$ cat config.mk
export PLATFORM = sky130hd
export DESIGN_NAME = mult_arbiter_flat
export DESIGN_NICKNAME = d
export VERILOG_FILES = /design/src/rtl/calc_pkg.sv /design/src/rtl/mult_arbiter_if.sv /design/src/rtl/mult_arbiter_rr_arb2.sv /design/src/rtl/mult_arbiter.sv /design/src/flat_wrapper.sv
export SDC_FILE = /design/constraint.sdc
export NUM_CORES = 1
export LEC_CHECK = 0
export CORE_MARGIN = 1
export CORE_UTILIZATION = 36
export CTS_CLUSTER_SIZE = 8
export DETAILED_ROUTE_END_ITERATION = 7
export PLACE_DENSITY_LB_ADDON = 0.12
export SKIP_CTS_REPAIR_TIMING = 1
export SLEW_MARGIN = 20
export SYNTH_ARGS = -nofsm -noshare
export SYNTH_HDL_FRONTEND = slang
export SYNTH_SLANG_ARGS = --single-unit
$ cat constraint.sdc
create_clock -name clk -period 1.3 [get_ports clk]
set_input_delay 0.195 -clock clk [delete_from_list [all_inputs] [get_ports clk]]
set_output_delay 0.195 -clock clk [all_outputs]
set_load 0.01 [all_outputs]
$ cat src/rtl/calc_pkg.sv
// Shared types and constants for the multiplier arbiter: FSM states,
// requester IDs and the default WAIT-state timeout.
package calc_pkg;
  typedef enum logic [1:0] {IDLE, ISSUE, WAIT, RESP} arb_state_t;

  localparam logic REQ_ID0 = 1'b0;  // entry requester (digit x10)
  localparam logic REQ_ID1 = 1'b1;  // calc requester (final product)

  localparam int TIMEOUT_DEFAULT = 64;
endpackage

$ cat src/rtl/mult_arbiter_if.sv
// Requester and multiplier-side signals of the arbiter; slave is the
// arbiter's view, master is the environment's view.
interface mult_arbiter_if;
  logic        req0, req1;
  logic [15:0] req0_a, req0_b, req1_a, req1_b;
  logic        done0, done1, err;
  logic [15:0] result;
  logic        busy;
  logic [15:0] mult_in1, mult_in2;
  logic        start_mult;
  logic [15:0] mult_out;
  logic        mult_finish;

  modport slave (
    input  req0, req1, req0_a, req0_b, req1_a, req1_b, mult_out, mult_finish,
    output done0, done1, err, result, busy, mult_in1, mult_in2, start_mult
  );

  modport master (
    output req0, req1, req0_a, req0_b, req1_a, req1_b, mult_out, mult_finish,
    input  done0, done1, err, result, busy, mult_in1, mult_in2, start_mult
  );
endinterface

$ cat src/rtl/mult_arbiter_rr_arb2.sv
// Two-way round-robin pick: a lone request wins, a tie goes to the
// requester that was not served last.
module rr_arb2
  import calc_pkg::*;
(
  input  logic [1:0] req,
  input  logic       last,
  output logic       grant
);
  always_comb begin
    grant = REQ_ID0;
    if (req == 2'b11) grant = ~last;
    else if (req[1])  grant = REQ_ID1;
  end
endmodule

$ cat src/rtl/mult_arbiter.sv
// Shares one multi-cycle multiplier between two requesters with round-robin
// arbitration and a WAIT-state timeout that returns err=1, result=0.
module mult_arbiter
  import calc_pkg::*;
#(
  parameter int TIMEOUT_CYCLES = TIMEOUT_DEFAULT
) (
  input  logic           clk,
  input  logic           RST,
  mult_arbiter_if.slave  bus
);
  localparam int CW = $clog2(TIMEOUT_CYCLES) + 1;
  localparam logic [CW-1:0] CNT_LAST = CW'(TIMEOUT_CYCLES - 1);

  arb_state_t    state_q, state_d;
  logic [CW-1:0] cnt_q, cnt_d;
  logic          win_q, win_d;
  logic          last_q, last_d;
  logic [15:0]   in1_q, in1_d, in2_q, in2_d;
  logic [15:0]   result_q, result_d;
  logic          start_q, start_d;
  logic          done0_q, done0_d, done1_q, done1_d;
  logic          err_q, err_d;
  logic          grant;

  rr_arb2 u_rr (
    .req   ({bus.req1, bus.req0}),
    .last  (last_q),
    .grant (grant)
  );

  always_comb begin
    state_d  = state_q;
    cnt_d    = cnt_q;
    win_d    = win_q;
    last_d   = last_q;
    in1_d    = in1_q;
    in2_d    = in2_q;
    result_d = result_q;
    start_d  = 1'b0;
    done0_d  = 1'b0;
    done1_d  = 1'b0;
    err_d    = 1'b0;
    case (state_q)
      IDLE: begin
        if (bus.req0 || bus.req1) begin
          win_d   = grant;
          in1_d   = (grant == REQ_ID1) ? bus.req1_a : bus.req0_a;
          in2_d   = (grant == REQ_ID1) ? bus.req1_b : bus.req0_b;
          start_d = 1'b1;
          state_d = ISSUE;
        end
      end
      ISSUE: begin
        cnt_d   = '0;
        state_d = WAIT;
      end
      WAIT: begin
        cnt_d = cnt_q + 1'b1;
        // finish beats a timeout landing in the same cycle
        if (bus.mult_finish) begin
          result_d = bus.mult_out;
          done0_d  = (win_q == REQ_ID0);
          done1_d  = (win_q == REQ_ID1);
          state_d  = RESP;
        end else if (cnt_q == CNT_LAST) begin
          result_d = '0;
          err_d    = 1'b1;
          done0_d  = (win_q == REQ_ID0);
          done1_d  = (win_q == REQ_ID1);
          state_d  = RESP;
        end
      end
      RESP: begin
        last_d  = win_q;
        state_d = IDLE;
      end
      default: state_d = IDLE;
    endcase
  end

  always_ff @(posedge clk) begin
    if (RST) begin
      state_q  <= IDLE;
      cnt_q    <= '0;
      win_q    <= REQ_ID0;
      last_q   <= REQ_ID1;
      in1_q    <= '0;
      in2_q    <= '0;
      result_q <= '0;
      start_q  <= 1'b0;
      done0_q  <= 1'b0;
      done1_q  <= 1'b0;
      err_q    <= 1'b0;
    end else begin
      state_q  <= state_d;
      cnt_q    <= cnt_d;
      win_q    <= win_d;
      last_q   <= last_d;
      in1_q    <= in1_d;
      in2_q    <= in2_d;
      result_q <= result_d;
      start_q  <= start_d;
      done0_q  <= done0_d;
      done1_q  <= done1_d;
      err_q    <= err_d;
    end
  end

  assign bus.mult_in1   = in1_q;
  assign bus.mult_in2   = in2_q;
  assign bus.start_mult = start_q;
  assign bus.done0      = done0_q;
  assign bus.done1      = done1_q;
  assign bus.err        = err_q;
  assign bus.result     = result_q;
  assign bus.busy       = (state_q != IDLE);
endmodule

$ cat src/flat_wrapper.sv
// flat-port wrapper written by rule: the top's interface ports become plain ports
module mult_arbiter_flat import calc_pkg::*;
#(
  parameter int TIMEOUT_CYCLES = TIMEOUT_DEFAULT
)
  (clk, RST, bus_req0, bus_req1, bus_req0_a, bus_req0_b, bus_req1_a, bus_req1_b, bus_mult_out, bus_mult_finish, bus_done0, bus_done1, bus_err, bus_result, bus_busy, bus_mult_in1, bus_mult_in2, bus_start_mult);
  mult_arbiter_if bus_i ();
  input  logic clk;
  input  logic RST;
  input wire logic [$bits(bus_i.req0)-1:0] bus_req0;
  input wire logic [$bits(bus_i.req1)-1:0] bus_req1;
  input wire logic [$bits(bus_i.req0_a)-1:0] bus_req0_a;
  input wire logic [$bits(bus_i.req0_b)-1:0] bus_req0_b;
  input wire logic [$bits(bus_i.req1_a)-1:0] bus_req1_a;
  input wire logic [$bits(bus_i.req1_b)-1:0] bus_req1_b;
  input wire logic [$bits(bus_i.mult_out)-1:0] bus_mult_out;
  input wire logic [$bits(bus_i.mult_finish)-1:0] bus_mult_finish;
  output wire logic [$bits(bus_i.done0)-1:0] bus_done0;
  output wire logic [$bits(bus_i.done1)-1:0] bus_done1;
  output wire logic [$bits(bus_i.err)-1:0] bus_err;
  output wire logic [$bits(bus_i.result)-1:0] bus_result;
  output wire logic [$bits(bus_i.busy)-1:0] bus_busy;
  output wire logic [$bits(bus_i.mult_in1)-1:0] bus_mult_in1;
  output wire logic [$bits(bus_i.mult_in2)-1:0] bus_mult_in2;
  output wire logic [$bits(bus_i.start_mult)-1:0] bus_start_mult;
  assign bus_i.req0 = bus_req0;
  assign bus_i.req1 = bus_req1;
  assign bus_i.req0_a = bus_req0_a;
  assign bus_i.req0_b = bus_req0_b;
  assign bus_i.req1_a = bus_req1_a;
  assign bus_i.req1_b = bus_req1_b;
  assign bus_i.mult_out = bus_mult_out;
  assign bus_i.mult_finish = bus_mult_finish;
  assign bus_done0 = bus_i.done0;
  assign bus_done1 = bus_i.done1;
  assign bus_err = bus_i.err;
  assign bus_result = bus_i.result;
  assign bus_busy = bus_i.busy;
  assign bus_mult_in1 = bus_i.mult_in1;
  assign bus_mult_in2 = bus_i.mult_in2;
  assign bus_start_mult = bus_i.start_mult;
  mult_arbiter #(.TIMEOUT_CYCLES(TIMEOUT_CYCLES)) u_core (.clk(clk), .RST(RST), .bus(bus_i));
endmodule
* Word level (Yosys, flattened, before mapping)
Index checks and enable logic that the tools add are counted.
** Storage, ports and cells
- Register bits :: 63
- Bits of input ports :: 85
** Cells by class
- Reductions and logical operators :: 11
- Add/subtract/negate cells :: 1
- Bitwise logic cells :: 4
- Multiplexer cells :: 17
- Equal/unequal tests :: 7
** Operators with widths (number)
- $mux 16 :: 4
- $pmux 7 s2 :: 1
- $mux 1 :: 8
- $pmux 2 s4 :: 1
- $add 7x1->7 const B :: 1
- $eq 7x6->1 const B :: 1
- $eq 2x2->1 const B :: 3
- $mux 2 :: 3
- $reduce_and 2->1 :: 3
- $reduce_bool 2->1 :: 3
- $not 1->1 :: 4
- $reduce_or 2->1 :: 2
- $ne 3x2->1 const B :: 1
- $reduce_or 3->1 :: 1
- $eq 2x1->1 const B :: 1
- $logic_not 2->1 :: 1
- $ne 2x1->1 const B :: 1
- $logic_or 1x1->1 :: 1

* Depth between registers and ports, before layout
Gate-level depths: netlist of the first run.
- Word-level depth :: 4
- Depth in mapped cells :: 7

* Modules after synthesis
Synthesis of the first run repeated with hierarchy kept, for this count alone.
** Unflattened totals
- Cell total of the unflattened synthesis :: 292
- Area, all modules :: 2702.6 µm²
** By module, submodules not included
- mult_arbiter :: seq. area each 1261.2 µm², times used 1, area an instance 2691.3 µm², cells an instance 291
- rr_arb2 :: seq. area each 0.0 µm², times used 1, area an instance 11.3 µm², cells an instance 1

* Least setup slack after synthesis of the first run
Ideal clock, no wire load.
- Path type :: register to register
- Start point :: register u_core.state_q[1]
- End point :: register u_core.cnt_q[6]
- Data arrival time :: 1.334 ns
- Path slack :: -0.106 ns
- Stages on the path, launching flop included :: 6
- Path buffers :: 0
- Data required time :: 1.228 ns
- Cells stage by stage :: dfxtp_1 -> inv_1 -> ha_1 -> nand4_1 -> or3_1 -> a21oi_1
** On the way
- Cells in the longest elaborated chain, start to end :: 2
- Elaborated cells between the ends (all ways) :: 4
** Ends and longest elaborated chain
- from (decl) :: line mult_arbiter.sv:15 : arb_state_t state_q, state_d;
- from (signal assigned) :: line mult_arbiter.sv:96 : state_q <= state_d;
- $eq 2x2->1 / $eq 2x1->1 (equally long branches) :: line mult_arbiter.sv:44 : case (state_q)
- $pmux 7 s2 / $reduce_bool 2->1 (equally long branches)
- to (signal assigned) :: line mult_arbiter.sv:97 : cnt_q <= cnt_d;
- to (decl) :: line mult_arbiter.sv:16 : logic [CW-1:0] cnt_q, cnt_d;
Several ways; a longest one is shown, not always the timed one.
A chain may end at the register's enable or synchronous reset.

* Worst setup path in the final report of the first run
- Start point :: register u_core.cnt_q[1]
- End point :: register u_core.result_q[0] (netlist: u_core.bus.result[0])
** On the way
- Cells in the longest elaborated chain, start to end :: 3
** Ends and longest elaborated chain
- $eq 7x6->1 :: line mult_arbiter.sv:66 : end else if (cnt_q == CNT_LAST) begin
- $reduce_bool 2->1 (no line)
- $reduce_and 2->1 (no line)
- to (signal assigned) :: line mult_arbiter.sv:102 : result_q <= result_d;
- to (decl) :: line mult_arbiter.sv:20 : logic [15:0] result_q, result_d;
Every way passes these cells.

==> flow_summary_export.csv, run 1 <==
group,metric,value,unit
routing,wl_per_cell,15.2,µm
setup_path,worstPathArrival,1.64,ns
logic_synthesis,avgSynthCellArea,9.61,µm²
placed_design,gp_congestion,0.780,
die,die_area,0.00796,mm²
die,start_util,0.376,
setup_path,critPathCaptureType,"flop",
logic_synthesis,synth_edf_count,0,
routing,postRouteAntennaNets,0,
setup_path,required,1.52,ns
final_layout,fin_nets,551,
logic_synthesis,synth_cell_types,35,
clock_network,ctsRootBufferMaster,"clkbuf_8",
clock_network,cts-buffers-inserted,9,
worst_hold_path,min_path_cells,2,
power_and_ir_drop,power,8950,µW
grt,overflow,0,
power_and_ir_drop,p_leak,0.00275,µW
power_and_ir_drop,power_density,1700,mW/mm²
sta,whs,0.191,ns
setup_path,worst-path-max-fanout,12,
final_layout,fillerInstances,543,
die,die_w,89.2,µm
sta,rsz0062_at_grt,"yes",
routing,drc_errors,0,
sta,fmax,705,MHz
final_layout,area_delta_synth_final,92.2,%
die,num_rows,31,
job,drv_cap,0,
final_layout,n_antenna_cell,0,
run_status,status,"complete, but fails checks",
grt,grt_use_total,0.194,
grt,grt_max_degree,34,
sta,tightest_slew,0.273,ns
sta,fin_setup_tns,-1.25,ns
die,die_h,89.2,µm
sta,drv_slew,0,
routing,dr_total_vias,2766,
routing,routed_wl,8.61,mm
sta,setup_viol,50,
die,core,0.00729,mm²
logic_synthesis,synth-main-ff-cell,"dfxtp_1",
final_layout,drive_gt1_frac,0.262,
clock_network,htreeDepth,3,
logic_synthesis,yosysWarningCount,0,
sta,slew_headroom,0.816,
logic_synthesis,yosysTopAreaCell,"dfxtp_1",
routing,vias_per_cell,4.90,
sta,worst_slack,-0.119,ns
final_layout,fin_util,0.722,
routing,drt_iter0_markers,35,
routing,firstDrtPassIters,4,
sta,finalHoldViolCount,0,
sta,final.min_clock_period,1.42,ns
grt,grt_pass1_vias,2674,
setup_path,crit_path_start_kind,"flop",
worst_hold_path,hold_class,"input pin to flop",
clock_network,clock-sinks,63,
grt,antenna_found_initial,0,
logic_synthesis,synth_top_area_frac,0.460,
power_and_ir_drop,peakVddDrop,0.758,mV
final_layout,final_common_cell,"clkdlybuf4s50_1",
clock_network,cts_tree,"yes",
setup_path,worstSetupPathType,"flop to flop",
sta,period_share,1.09,
logic_synthesis,syn_nets,375,
logic_synthesis,syn_area,0.00274,mm²
setup_path,reg2regPathDepth,6,
logic_synthesis,yosys-top-cells-area,"dfxtp_1 46%, mux2i_1 12%, a211oi_1 7.4%, nor2_1 5.3%, a21oi_1 3.7%",
sta,fin_skew,0.00968,ns
logic_synthesis,synthCells,285,
placed_design,dpl_worst_slack,-0.348,ns
placed_design,hpwl,5.66,mm
logic_synthesis,ys_ff_latch,63,
die,io_pins,138,
logic_synthesis,ys_seq_area_frac,0.460,
logic_synthesis,synthArstFlopShare,0,
grt,grt_pass1_wl,11.8,mm
clock_network,clkTransAtPathRegs,0.07,ns
clock_network,cts_buffer_depth,2,
run_status,violations,"setup timing",
final_layout,final_cell_mix,"81 x clkdlybuf4s50_1, 59 x dfxtp_1, 54 x dlymetal6s2s_1, 36 x nor2_1, 31 x a211oi_2",
placed_design,port_buffers,137,
clock_network,clock_latency,0.33,ns
-- sequential cells by signal (all words and copies together), names as in the netlist --
signal                 flops
u_core.bus.done0           1
u_core.bus.result         16
u_core.last_q              1
u_core.bus.mult_in2       16
u_core.bus.done1           1
u_core.state_q             2
u_core.bus.err             1
u_core.bus.start_mult      1
u_core.bus.mult_in1       16
u_core.win_q               1
u_core.cnt_q               7
-- cells in the mapped netlist (3+ instances only) --
master    count
a211oi_1     27
a211oi_2      5
a21oi_1      20
buf_12        3
buf_2         4
clkbuf_1      8
dfxtp_1      63
ha_1          5
inv_1         6
mux2i_1      33
nand2_1      22
nor2_1       39
o21ai_0      19
or3_1         3
xor2_1        3
-- layer usage --
layer  vias to the layer above  global-route usage  share of wire
met5                         -                   0              0
met3                        18              0.0545          0.067
met4                         0               0.104          0.025
li1                       1366                   -              -
met2                        90               0.341           0.51
met1                      1292               0.212           0.40
-- cells by family after synthesis --
| group | count (synthesis) | share of synthesized area |
|---|---|---|
| AOI/OAI and AO/OA | 80 | 0.202 |
| xor gates and xnor gates | 3 | 0.00959 |
| adders and majority gates | 5 | 0.0228 |
| buffers and inverters | 26 | 0.0621 |
| DFF | 63 | 0.460 |
| muxes | 33 | 0.121 |
| and+or+nand+nor | 75 | 0.122 |
-- path summary, 6_finish.rpt --
check / start / endpoint / slack, ns
worst max-delay path: u_core.cnt_q[1] / u_core.bus.result[0] / -0.12
worst min-delay path: RST / u_core.cnt_q[0] / 0.19
worst max register to register: u_core.cnt_q[1] / u_core.bus.result[0] / -0.12
worst min register to register: u_core.bus.result[6] / u_core.bus.result[6] / 0.47
-- layout make-up --
cell class / count / area (µm²) / share of cell area
Clock buffer: 14 / 184 / 0.0349
Clock inverter: 2 / 35.0 / 0.00665
Inverter: 7 / 36.3 / 0.00689
Multi-Input combinational cell: 196 / 1530 / 0.290
Sequential cell: 63 / 1270 / 0.241
Tap cell: 99 / 124 / 0.0235
Timing Repair Buffer: 184 / 2090 / 0.397
-- worst max-delay path, cell delays in order, from the launching register on --
cell     delay (ns)
dfxtp_2        0.36
ha_4           0.14
and4b_4        0.27
a31oi_4        0.11
buf_12         0.16
o21ai_0        0.17
a21oi_1        0.10
-- metrics by stage --
stage	instances	cell area (µm²)
floorplan	285	2790
global placement	532	4460
detailed placement	532	4460
CTS	548	4680
global route	565	5270
finish	565	5270
-- power breakdown --
part | switching, µW | internal [µW]
registers | 247 | 2410
clock network | 745 | 1110
logic | 1960 | 2480
total | 2950 | 6000
(Power assumes the default switching activity.)
==> run 2, diff against run 1 <==
SLEW_MARGIN = 5   (was 20)
==> results of run 2 <==
Same layout as run 1: the final DEF is identical, and so are final timing and power.
